`config.mk`:
```
export PLATFORM = sky130hd
export DESIGN_NAME = incr_arbiter
export DESIGN_NICKNAME = d
export VERILOG_FILES = /design/src/rtl/incr_arbiter_pkg.sv /design/src/rtl/incr_arbiter_rr_pick.sv /design/src/rtl/incr_arbiter.sv
export SDC_FILE = /design/constraint.sdc
export NUM_CORES = 1
export LEC_CHECK = 0
export ABC_AREA = 1
export CAP_MARGIN = 20
export CORE_MARGIN = 3
export CORE_UTILIZATION = 35
export DETAILED_ROUTE_END_ITERATION = 12
export PLACE_DENSITY_LB_ADDON = 0.12
export REMOVE_ABC_BUFFERS = 1
export SETUP_SLACK_MARGIN = 0.2
export SKIP_LAST_GASP = 1
export SLEW_MARGIN = 0
export SYNTH_ARGS = -nofsm -noshare
export SYNTH_HDL_FRONTEND = slang
export SYNTH_SLANG_ARGS = --single-unit
```
`constraint.sdc`:
```
create_clock -name clk -period 2.7 [get_ports clk]
set_input_delay 0.27 -clock clk [delete_from_list [all_inputs] [get_ports clk]]
set_output_delay 0.27 -clock clk [all_outputs]
set_load 0.005 [all_outputs]
```
`src/rtl/incr_arbiter_pkg.sv`:
```
// Shared types and default sizing for the arbitrated increment-and-check block.
package incr_arb_pkg;

  localparam int DEF_NUM_REQ = 4;
  localparam int DEF_CNT_W   = 8;
  localparam int DEF_ERR_W   = 4;

  typedef enum logic [1:0] {
    IDLE  = 2'd0,
    GRANT = 2'd1,
    CHECK = 2'd2
  } arb_state_e;

endpackage

```
`src/rtl/incr_arbiter_rr_pick.sv`:
```
// Combinational round-robin picker: searches from last+1 upward (mod NUM_REQ)
// and returns the first asserted request as a one-hot vector and an index.
module rr_pick #(
  parameter  int NUM_REQ = 4,
  localparam int IDX_W   = $clog2(NUM_REQ)
) (
  input  logic [NUM_REQ-1:0] req,
  input  logic [IDX_W-1:0]   last,
  output logic               any,
  output logic [NUM_REQ-1:0] gnt_oh,
  output logic [IDX_W-1:0]   gnt_idx
);

  logic [IDX_W-1:0] cand;

  // Walk the requesters in rotated priority order and keep the first hit.
  always_comb begin
    gnt_oh  = '0;
    gnt_idx = '0;
    any     = 1'b0;
    cand    = '0;
    for (int k = 1; k <= NUM_REQ; k++) begin
      cand = IDX_W'((int'(last) + k) % NUM_REQ);
      if (!any && req[cand]) begin
        any          = 1'b1;
        gnt_oh[cand] = 1'b1;
        gnt_idx      = cand;
      end
    end
  end

endmodule

```
`src/rtl/incr_arbiter.sv`:
```
// Round-robin sharing of one counter: each grant increments the counter once,
// and the cycle after the grant reports the parity of the pre-increment value.
module incr_arbiter
  import incr_arb_pkg::*;
#(
  parameter  int NUM_REQ = DEF_NUM_REQ,
  parameter  int CNT_W   = DEF_CNT_W,
  parameter  int ERR_W   = DEF_ERR_W,
  localparam int IDX_W   = $clog2(NUM_REQ)
) (
  input  logic               clk,
  input  logic               rst,
  input  logic               en,
  input  logic [NUM_REQ-1:0] req,
  output logic [NUM_REQ-1:0] gnt,
  output logic [CNT_W-1:0]   count,
  output logic               chk_valid,
  output logic               chk_even,
  output logic [IDX_W-1:0]   chk_id,
  output logic [ERR_W-1:0]   odd_cnt,
  output logic               busy
);

  arb_state_e           state;
  logic [IDX_W-1:0]     last;
  logic                 pick_any;
  logic [NUM_REQ-1:0]   pick_oh;
  logic [IDX_W-1:0]     pick_idx;

  rr_pick #(
    .NUM_REQ (NUM_REQ)
  ) u_pick (
    .req     (req),
    .last    (last),
    .any     (pick_any),
    .gnt_oh  (pick_oh),
    .gnt_idx (pick_idx)
  );

  // Sequencer: grant, then increment and report the check, then re-arbitrate.
  // 'last' doubles as the current winner, so chk_id is taken from it.
  always_ff @(posedge clk or posedge rst) begin
    if (rst) begin
      state     <= IDLE;
      gnt       <= '0;
      count     <= '0;
      chk_valid <= 1'b0;
      chk_even  <= 1'b0;
      chk_id    <= '0;
      odd_cnt   <= '0;
      busy      <= 1'b0;
      last      <= IDX_W'(NUM_REQ - 1);
    end else begin
      gnt       <= '0;
      chk_valid <= 1'b0;
      case (state)
        IDLE, CHECK: begin
          if (en && pick_any) begin
            state <= GRANT;
            gnt   <= pick_oh;
            last  <= pick_idx;
            busy  <= 1'b1;
          end else begin
            state <= IDLE;
            busy  <= 1'b0;
          end
        end
        GRANT: begin
          state     <= CHECK;
          count     <= count + 1'b1;
          chk_even  <= ~count[0];
          chk_id    <= last;
          chk_valid <= 1'b1;
          if (count[0] && (odd_cnt != '1)) begin
            odd_cnt <= odd_cnt + 1'b1;
          end
        end
        default: begin
          state <= IDLE;
          busy  <= 1'b0;
        end
      endcase
    end
  end

endmodule

```
---- Word level (Yosys, flattened, before mapping) ----
Index checks and enable logic that the tools add are counted.
storage, ports and cells
  flip-flop bits (word level) ............. 25
  bits of input ports ..................... 7
  output and inout port bits .............. 21
cells by class
  add/subtract/negate cells ............... 6
  order comparisons ....................... 8
  equality and inequality tests ........... 3
  mux-type cells .......................... 35
  bitwise logic cells ..................... 4
  reductions and logical operators ........ 16
operator list
  cell                   count
  $mux W4                6
  $mux W1                15
  $lt A2 B3 Y1 const B   4
  $or A4 B4 Y4           3
  $logic_and A1 B1 Y1    9
  $add A8 B1 Y8 const B  1
  $bmux W1 S2            4
  $demux W1 S2           4
  $ge A2 B1 Y1 const B   4
  $mux W2                4
  $add A2 B1 Y2 const B  2
  $add A2 B2 Y2 const B  2
  $add A4 B1 Y4 const B  1
  $ne A4 B4 Y1 const B   1
  $pmux W2 S2            1
  $reduce_and A2 Y1      2
  $logic_not A1 Y1       3
  $eq A2 B1 Y1 const B   1
  $eq A2 B2 Y1 const B   1
  $logic_not A2 Y1       1
  $pmux W1 S2            1
  $reduce_or A2 Y1       1
  $not A1 Y1             1

---- Logic depth before layout (Yosys ltp) ----
  depth in word-level cells ............... 16
  mapped depth ............................ 11
  depth with buffers taken out ............ 11

---- Hierarchy ----
From an unflattened synthesis, not the netlist that was laid out.
second synthesis, totals
  cell total of the unflattened synthesis .. 183
  area, all modules ....................... 1541.5 sq um
modules (own cells, without submodules)
  module        times used  cells an instance  area an instance (sq um)  sequential area each (sq um)
  incr_arbiter  1           102                1006.0                    578.1
  rr_pick       1           81                 535.5                     0.0

---- Least setup slack after synthesis ----
Ideal clock, no wire load.
  kind .................................... flip-flop to flip-flop
  start point ............................. register last[1]
  end point ............................... register last[0]
  data arrival time ....................... 1.829 ns
  required time ........................... 2.628 ns
  setup slack ............................. 0.800 ns
  stages on the path, launching flop included .. 12
  buffers on the path ..................... 1
  clock period less this slack ............ 1.900 ns
  path through ............................ dfstp_2 inv_1 ha_1 inv_2 nand3_4 nand2_4 nor2_4 buf_6 nand2_4 nand3b_2 nand2_1 o21ai_1
between the ends
  cells in the longest elaborated chain, start to end .. 15
  elaborated cells between the ends (all ways) .. 28
  classes of those cells .................. add/sub: 4; mux: 16; reduce/logical: 8
RTL lines
  what                           line                        source
  start, declared                incr_arbiter.sv:25          logic [IDX_W-1:0] last;
  start signal, assigned         incr_arbiter.sv:52          last <= IDX_W'(NUM_REQ - 1);
  start signal, assigned         incr_arbiter.sv:61          last <= pick_idx;
  $add A2 B1 Y2                  incr_arbiter_rr_pick.sv:23  cand = IDX_W'((int'(last) + k) % NUM_REQ);
  $bmux W1 S2                    incr_arbiter_rr_pick.sv:24  if (!any && req[cand]) begin
  $mux W1 (not written as such)  incr_arbiter_rr_pick.sv:24
  $mux W1                        incr_arbiter_rr_pick.sv:24
  $logic_not A1 Y1               incr_arbiter_rr_pick.sv:24
  $logic_and A1 B1 Y1            incr_arbiter_rr_pick.sv:24
  $mux W1                        incr_arbiter_rr_pick.sv:24
  $logic_not A1 Y1               incr_arbiter_rr_pick.sv:24
  $logic_and A1 B1 Y1            incr_arbiter_rr_pick.sv:24
  $mux W1                        incr_arbiter_rr_pick.sv:24
  $logic_not A1 Y1               incr_arbiter_rr_pick.sv:24
  $logic_and A1 B1 Y1            incr_arbiter_rr_pick.sv:24
  $mux W1                        incr_arbiter_rr_pick.sv:24
  $logic_and A1 B1 Y1            incr_arbiter.sv:58          if (en && pick_any) begin
  $reduce_and A2 Y1 (no line)    n/a
Several ways; a longest one is shown, not always the timed one. The select of a mux whose other input is x is not followed.
A chain may end at the register's enable or synchronous reset.

---- Worst setup path in the final report ----
  start point ............................. register last[1]
  end point ............................... register gnt[1]
between the ends
  cells in the longest elaborated chain, start to end .. 16
  elaborated cells between the ends (all ways) .. 52
  classes of those cells .................. add/sub: 4; order compare: 8; mux: 26; bitwise: 3; reduce/logical: 11
RTL lines
  what                                                   line                source
  branches (longest 14 deep; another with $lt A2 B3 Y1)  n/a
  $mux W4 *                                              incr_arbiter.sv:58
  $mux W4 *                                              incr_arbiter.sv:56  case (state)
  end signal, assigned                                   incr_arbiter.sv:60  gnt <= pick_oh;
  end, declared                                          incr_arbiter.sv:15  output logic [NUM_REQ-1:0] gnt,
Every way passes the cells marked *. The select of a mux whose other input is x is not followed.

==> metrics.cfg <==
[timing]
drv_slew = 0
fin_crit_sh_pct = 82.3
setup_violations = 0
worst_pin_slew_ns = 0.852
fin_crit_ns = 2.22
fin_skew_ns = 0.00296
rsz0062_at_grt = false
hold_violations = 0
slew_headroom_pct = 43.1
fin_tns_setup_ns = 0
max_freq_mhz = 450

[synthesis]
yosysWarnings = 0
synthFlopType = dfrtp_1
synth-edff-count = 0
syn_area_um2 = 1420
synth_cells = 161
yosysSeqAreaShare_pct = 40.6
synth-async-reset-ratio_pct = 100
synth.distinct_cells = 28
ys_ff_latch = 23
syn_avg_cell_area_um2 = 8.84

[placement]
place_congestion = 0.866
buffer_ports.inserted = 27
dp_hpwl_mm = 2.10

[detailed_routing]
wl_mm = 2.67
avgRoutedWirePerCell_um = 11.2
dr.pass1.iters = 4
ant_nets = 0
detailroute.via_count = 1120
viasPerCell = 4.71
drtIter0Drc = 25
drc_errors = 0

[clocking]
postCtsSetupRepairBufs = 0
cts_root_buf = clkbuf_8
cts_buffers = 3
cts_tree = done
cts_hold_buf = 0
htreeDepth = 1
cts_max_path_buffers = 2
cts_resized = 0
clk_latency_ns = 0.26
path_clk_slew_ns = 0.08
cts.sinks = 23

[critical_path]
criticalPathCategory = register to register
cp_max_fo = 11
cp-start-kind = register
worstPathArrival_ns = 2.38
required_ns = 2.86
critPathCaptureType = register

[layout]
num_antenna_cells = 0
synthToLayoutAreaGrowth_pct = 25.1
layout_commonest_cell = nand2_1
drive_gt1_share_pct = 15.3
num-nets-final = 208
fillers = 378
layout_common_cells = nand2_1, clkdlybuf4s50_1, dfrtp_1, inv_1, nand3_1

[floorplan]
initial_core_util_pct = 37.5
dieWidth_um = 69.8
die_height_um = 69.8
pin_count = 28
rows = 22
core-area_um2 = 3800
die_area_um2 = 4870

[power]
p_per_area_nw_per_um2 = 1180
p_total_w = 0.00210
power.leakage_nw = 0.871
ir_worst_vdd_uv = 550

[global_route]
grt_use_total_pct = 11.9
grt_max_degree = 24
grt_pass1_vias = 1129
grt_pass1_wl_mm = 4.76
overflow = 0
antenna_found_initial = 0

[run]
maxCapViolCount = 0

[status]
status = finished, final reports clean

[hold_path]
hold_class = register to register

==> logic make-up after synthesis <==
family,Yosys count,share of synthesized area [%]
and+or+nand+nor,82,32.0
DFF,23,40.6
muxes,1,0.792
adders and majority gates,10,8.80
buffers and inverters,23,6.86
AOI/OAI and AO/OA,14,5.98
xor gates and xnor gates,8,4.93
==> path summary, 6_finish.rpt <==
path,depth (start not counted),end,start,slack (ns)
min in group asynchronous,2,count[0]$_DFFE_PP0P_,rst,0.48
hold / removal,1,count[7]$_DFFE_PP0P_,count[7]$_DFFE_PP0P_,0.47
setup / recovery,11,gnt[1]$_DFF_PP0_,last[1]$_DFFE_PP1P_,0.48
setup reg to reg,11,gnt[1]$_DFF_PP0_,last[1]$_DFFE_PP1P_,0.48
hold reg to reg,1,count[7]$_DFFE_PP0P_,count[7]$_DFFE_PP0P_,0.47
max in group asynchronous,2,odd_cnt[0]$_DFFE_PP0P_,rst,1.69
==> critical path, cell delays in order (launching register included) <==
cell	delay, ns
dfstp_2	0.62
inv_1	0.18
ha_1	0.42
inv_2	0.09
nand3_4	0.12
nand2_4	0.07
nor2_4	0.25
nand3b_1	0.11
nand2_1	0.10
inv_2	0.06
nand2_1	0.06
inv_1	0.04
==> synth_stat cells (all sizes together) (3+ instances only) <==
| library cell | number | share of area (%) |
|---|---|---|
| a21boi | 4 | 2.1 |
| a21oi | 4 | 1.4 |
| dfrtp | 21 | 37 |
| ha | 10 | 8.8 |
| inv | 21 | 5.5 |
| nand2 | 47 | 17 |
| nand3 | 18 | 8.1 |
| nand4 | 5 | 2.2 |
| nor2 | 8 | 3.2 |
| o21ai | 3 | 1.1 |
| xnor2 | 5 | 3.1 |
| xor2 | 3 | 1.8 |
==> power breakdown <==
group / internal, W / total [W] / leakage [nW] / switching (W)
Clock: 0.000105 / 0.000208 / 0.0228 / 0.000103
Combinational: 0.000567 / 0.00125 / 0.559 / 0.000685
Sequential: 0.000497 / 0.000637 / 0.289 / 0.000140
Total: 0.00117 / 0.00210 / 0.871 / 0.000928
==> layout make-up <==
cell class	count	area (um2)	share of cell area, %
multi-input cells	115	747	42.0
flip-flops and latches	23	578	32.5
repair buffers	27	270	15.2
inverters	21	78.8	4.43
well taps	48	60.1	3.38
clock buffers	4	45.0	2.53
==> metal layers <==
layer,part of all wire [%],up-vias,track usage (%)
met2,49,21,20.8
met1,45,519,14.1
met5,0,-,0
met4,2.3,0,7.23
met3,3.0,5,0.870
li1,-,575,-
==> sequential cells by signal, indices dropped and copies added (netlist names) <==
name     cells
count        8
gnt          4
odd_cnt      4
chk_id       2
last         2
state        2
busy         1
==> through the flow <==
step | cells | cell area [um2] | hold WS [ns] | setup WS (ns) | util [%]
floorplan | 159 | 1400 | 0.270 | 0.686 | -
global placement | 234 | 1730 | 0.460 | 0.559 | 45.7
detailed placement | 234 | 1730 | 0.466 | 0.477 | 45.7
CTS | 238 | 1780 | 0.479 | 0.461 | 46.8
global route | 238 | 1780 | 0.495 | 0.270 | 46.8
finish | 238 | 1780 | 0.473 | 0.477 | 46.8
No activity file was read; power rests on OpenSTA's default activity.
==> RTL change 1, RTL diff (config.mk and constraints unchanged) <==
Make the reset (`rst`) synchronous in one clocked block.
--- a/src/rtl/incr_arbiter.sv
+++ b/src/rtl/incr_arbiter.sv
@@ -39,7 +39,7 @@
 
   // Sequencer: grant, then increment and report the check, then re-arbitrate.
   // 'last' doubles as the current winner, so chk_id is taken from it.
-  always_ff @(posedge clk or posedge rst) begin
+  always_ff @(posedge clk) begin
     if (rst) begin
       state     <= IDLE;
       gnt       <= '0;
Formal check against the unedited RTL: differs if rst is asserted again (counterexample within 4 cycles, from zero or initial values and one cycle with rst high); with rst held inactive, the same outputs for 10 cycles.
==> RTL change 1 against the unedited design <==
Highest routed layer unchanged; power shrank 32%; combinational power shrank 37%; area after synthesis shrank 0.79%; final area shrank 0.21%; sequential cell count is the same; synthesized cell count grew 20%; setup slack gained 0.19 ns; routed wire length grew 5.7%; final cell count grew 14%.
==> RTL change 1: results (changes against the unedited design) <==
Filler cells -> 393 (was 378)
CP peak stage delay -> 0.55 ns (was 0.62 ns)
Routed WL -> 2818 microns (was 2667 microns)
Port Buffers -> 27 (unchanged)
Data arrival time of the worst path -> 2.19 ns (was 2.38 ns)
Status -> finished, final reports clean (unchanged)
Clk buf depth -> 2 (unchanged)
Worst r2r src -> last[0] (was last[1])
Cell family with most CP delay -> flip-flops (was simple AND/OR/NAND/NOR gates)
R2R setup slack -> 0.67 ns (was 0.48 ns)
Clk slew on worst S/H paths -> 0.08 ns (about the same)
Share of layout cells above drive strength 1 -> 0.1031 (was 0.1526)
Sequential area share after synthesis -> 0.3262 (was 0.4063)
Internal Dissipation -> 0.7945 mW (was 1.169 mW)
Share of flip-flops with an asynchronous set or reset -> 0 (was 1.000)
Diode count -> 0 (unchanged)
Setup Skew -> 0.001252 ns (was 0.002962 ns)
Top FF cell, synth -> dfxtp_1 (was dfrtp_1)
Largest net degree at the start of global routing -> 14 (was 24)
Final nets -> 241 (was 208)
Ys Warns -> 0 (unchanged)
FF-to-FF End -> gnt[0] (was gnt[1])
Top post-synthesis cells by count -> nand2_1 (41), nor2_1 (29), dfxtp_1 (23), inv_1 (23), a21oi_1 (12) (was nand2_1 (33), dfrtp_1 (21), inv_1 (17))
Hold Crit Depth -> 2 (was 1)
Max FO, Critical Path -> 11 (unchanged)
Dpl hpwl -> 2246 microns (was 2103 microns)
Total number of vias -> 1233 (was 1120)
Library cells used by synthesis -> 28 (unchanged)
Slowest cell on crit path -> dfxtp_1 (was dfstp_2)
Worst hold path startpoint -> busy (was count[7])
DRT iter0 DRCs -> 57 (was 25)
Htree depth -> 1 (unchanged)
Area contributors post-synth -> dfxtp_1 (33%), nand2_1 (11%), ha_1 (8.9%) (was dfrtp_1 (37%), ha_1 (8.8%), nand2_1 (8.7%))
First-pass GRT wire length -> 5071 microns (was 4761 microns)
Pleak -> 0.8005 nW (was 0.8708 nW)
Placer Congestion -> 0.7937 (was 0.8662)
Relative slew slack -> 0.7125 (was 0.4313)
Drt pass-1 iters -> 4 (unchanged)
Worst VDD drop -> 0.4086 mV (was 0.5496 mV)
WHS Endpoint -> busy (was count[7])
Area after DPL -> 1730 sq um (was 1734 sq um)
Largest registers -> count: 8 flops, gnt: 4 flops, odd_cnt: 4 flops (unchanged)
Initial antenna violation count -> 0 (unchanged)
GRT Util Overall -> 0.1246 (was 0.1190)
[RTL change 1: cell count changes in the layout (fill, tap and decap cells not counted), sizes merged, moves of 5 or more]
cell,before,now
a21oi,4,12
dfrtp,21,0
dfxtp,0,23
inv,21,26
nand2,47,52
nand3,18,11
nor2,8,31
o21ai,3,9
[RTL change 1: layer usage]
metal,vias to the layer above,part of all wire,global-route usage
met3,2,0.032,0.03623
met1,532,0.52,0.1754
li1,676,-,-
met2,23,0.44,0.1896
met4,0,0.0035,0.02386
met5,-,0,0
[RTL change 1: how the worst max path moves through the flow]
stage / from / slack, ns / cells after the start / to
3_5_place_dp: last[0] / 0.66 / 11 / gnt[0]
3_3_place_gp: last[0] / 0.65 / 10 / last[1]
4_1_cts: last[0] / 0.65 / 11 / gnt[0]
5_1_grt: last[0] / 0.49 / 10 / last[1]
6_report: last[0] / 0.67 / 11 / gnt[0]
2_1_floorplan: last[0] / 0.88 / 11 / gnt[0]
[RTL change 1: layout make-up]
type	count	area, sq um	share of cell area
Clock buffer	4	45.04	0.02537
Inverter	26	100.1	0.05638
Multi-Input combinational cell	143	839.6	0.4729
Sequential cell	23	460.4	0.2593
Tap cell	48	60.06	0.03383
Timing Repair Buffer	27	270.3	0.1522
[RTL change 1: kinds of logic after synthesis]
logic type | after synthesis | share of synthesized area
adders and majority gates | 10 | 0.08865
buffers and inverters | 28 | 0.07890
DFF | 23 | 0.3262
AOI/OAI and AO/OA | 28 | 0.1099
and+or+nand+nor | 103 | 0.3839
xor gates and xnor gates | 2 | 0.01241
[RTL change 1: worst min-delay path, delay by kind of cell, from the launching register on]
kind / cells / cell delay [ns]
flip-flops: 1 / 0.32
AND/OR/NAND/NOR: 2 / 0.11
[RTL change 1: through the flow]
| step | hold slack [ns] | instances | setup WS, ns |
|---|---|---|---|
| floorplan | 0.3391 | 192 | 0.8849 |
| global placement | 0.4609 | 267 | 0.6477 |
| detailed placement | 0.4633 | 267 | 0.6563 |
| CTS | 0.4753 | 271 | 0.6478 |
| global route | 0.5060 | 271 | 0.4897 |
| finish | 0.4748 | 271 | 0.6667 |
[RTL change 1: power by group through the flow]
stage          sequential [mW]  combinational [mW]  clock [mW]
5_1_grt                  0.453               0.883       0.233
6_report                 0.443               0.783       0.209
3_3_place_gp             0.453               0.790           0
3_5_place_dp             0.453               0.783           0
2_1_floorplan            0.447               0.578           0
4_1_cts                  0.445               0.784       0.219
==> RTL change 2, RTL diff (same flow settings) <==
Made on the original files. Set the package constant `DEF_ERR_W` to 6 (it was 4).
--- a/src/rtl/incr_arbiter_pkg.sv
+++ b/src/rtl/incr_arbiter_pkg.sv
@@ -3,7 +3,7 @@
 
   localparam int DEF_NUM_REQ = 4;
   localparam int DEF_CNT_W   = 8;
-  localparam int DEF_ERR_W   = 4;
+  localparam int DEF_ERR_W   = 6;
 
   typedef enum logic [1:0] {
     IDLE  = 2'd0,
Interface: changed (resized odd_cnt); port bits go from 28 to 30. No check against the original RTL was run, so the function may have changed too.
==> RTL change 2 against the unedited design <==
Area after synthesis increased by 6.5%; combinational power increased by 5%; critical path depth unchanged; clock power increased by 5%; power increased by 5.3%; setup slack improved by 0.15 ns; routed wire length increased by 12%; sequential cell count increased by 2; final area increased by 7.5%; non-clock buffer count increased by 3; highest routed layer unchanged; critical endpoint is now gnt[3].
==> RTL change 2: results (changes against the unedited design) <==
Port Buffers -> 29 (was 27)
Final hold slack -> 0.4679 ns (was 0.4731 ns)
Largest net degree at the start of global routing -> 26 (was 24)
Worst VDD drop -> 0.6121 mV (was 0.5496 mV)
Logic gate share of total power -> 0.595 (was 0.597)
Data arrival time of the worst path -> 2.24 ns (was 2.38 ns)
Length of routed met2 wiring -> 1530 microns (was 1320 microns)
FF-to-FF End -> gnt[3] (was gnt[1])
Area contributors post-synth -> dfrtp_1 (38%), nand2_1 (9.7%), ha_1 (8.3%) (was dfrtp_1 (37%), ha_1 (8.8%), nand2_1 (8.7%))
Grt met2 use -> 0.2102 (was 0.2076)
Max FO, Critical Path -> 9 (was 11)
Clk slew on worst S/H paths -> 0.08 ns (about the same)
Dpl hpwl -> 2337 microns (was 2103 microns)
CP peak stage delay -> 0.63 ns
Worst Tran Pin Value -> 0.9327 ns (was 0.8521 ns)
Pre-CTS setup slack -> 0.6271 ns (was 0.4773 ns)
Met1 WL -> 1303 microns (was 1205 microns)
Pleak -> 0.9294 nW (was 0.8708 nW)
Worst r2r src -> last[1] (unchanged)
WHS Endpoint -> count[7] (unchanged)
Reg2reg path depth -> 11 (unchanged)
Sequential area share after synthesis -> 0.4145 (was 0.4063)
Setup Skew -> 0.005588 ns (was 0.002962 ns)
Flop pwr share -> 0.307 (was 0.304)
Slowest cell on crit path -> dfstp_2 (unchanged)
Initial core utilization -> 0.3708 (was 0.3745)
R2R setup slack -> 0.62 ns (was 0.48 ns)
Final nets -> 217 (was 208)
Wire per inst -> 11.98 microns (was 11.21 microns)
Largest registers -> count: 8 flops, odd_cnt: 6 flops, gnt: 4 flops (was count: 8 flops, gnt: 4 flops, odd_cnt: 4 flops)
Cell family with most CP delay -> flip-flops (was simple AND/OR/NAND/NOR gates)
Internal Dissipation -> 1.195 mW (was 1.169 mW)
Top post-synthesis cells by count -> nand2_1 (39), dfrtp_1 (23), inv_1 (15), nand3_1 (15), ha_1 (10) (was nand2_1 (33), dfrtp_1 (21), inv_1 (17))
Vias per cell -> 4.835 (was 4.706)
Hold Crit Depth -> 1 (unchanged)
DRT iter0 DRCs -> 45 (was 25)
M3 GR Usage -> 0.01262 (was 0.008696)
Library cells used by synthesis -> 26 (was 28)
First-pass GRT wire length -> 5106 microns (was 4761 microns)
Drt pass-1 iters -> 4 (unchanged)
Status -> finished, final reports clean (unchanged)
Share of layout cells above drive strength 1 -> 0.1508 (was 0.1526)
GRT Util Overall -> 0.1224 (was 0.1190)
Vias in the first global route -> 1140 (was 1129)
Clk buf depth -> 2 (unchanged)
Root Buffer -> clkbuf_8 (unchanged)
Filler cells -> 389 (was 378)
Placer Congestion -> 0.8880 (was 0.8662)
GRT met1 Usage -> 0.1619 (was 0.1413)
Initial antenna violation count -> 0 (unchanged)
DR WL met3 -> 128 microns (was 79 microns)
-- RTL change 2: logic make-up after synthesis --
kind of cell / count (synthesis) / synth area share
buffers and inverters: 20 / 0.05202
AOI/OAI and AO/OA: 14 / 0.05615
DFF: 25 / 0.4145
and+or+nand+nor: 85 / 0.3253
xor gates and xnor gates: 12 / 0.06937
adders and majority gates: 10 / 0.08258
-- RTL change 2: stage by stage --
step / util / instances / power (mW) / area (sq um)
2_1_floorplan: - / 165 / 1.558 / 1508
3_3_place_gp: 0.4571 / 245 / 1.985 / 1868
3_5_place_dp: 0.4571 / 245 / 2.007 / 1868
4_1_cts: 0.4682 / 249 / 2.234 / 1913
5_1_grt: 0.4682 / 249 / 2.423 / 1913
6_report: 0.4682 / 249 / 2.209 / 1913
-- RTL change 2: cell type report --
class,instances,area share
Sequential cell,25,0.3283
Timing Repair Buffer,30,0.1557
Tap cell,50,0.03270
Clock buffer,4,0.02354
Multi-Input combinational cell,121,0.4225
Inverter,19,0.03728
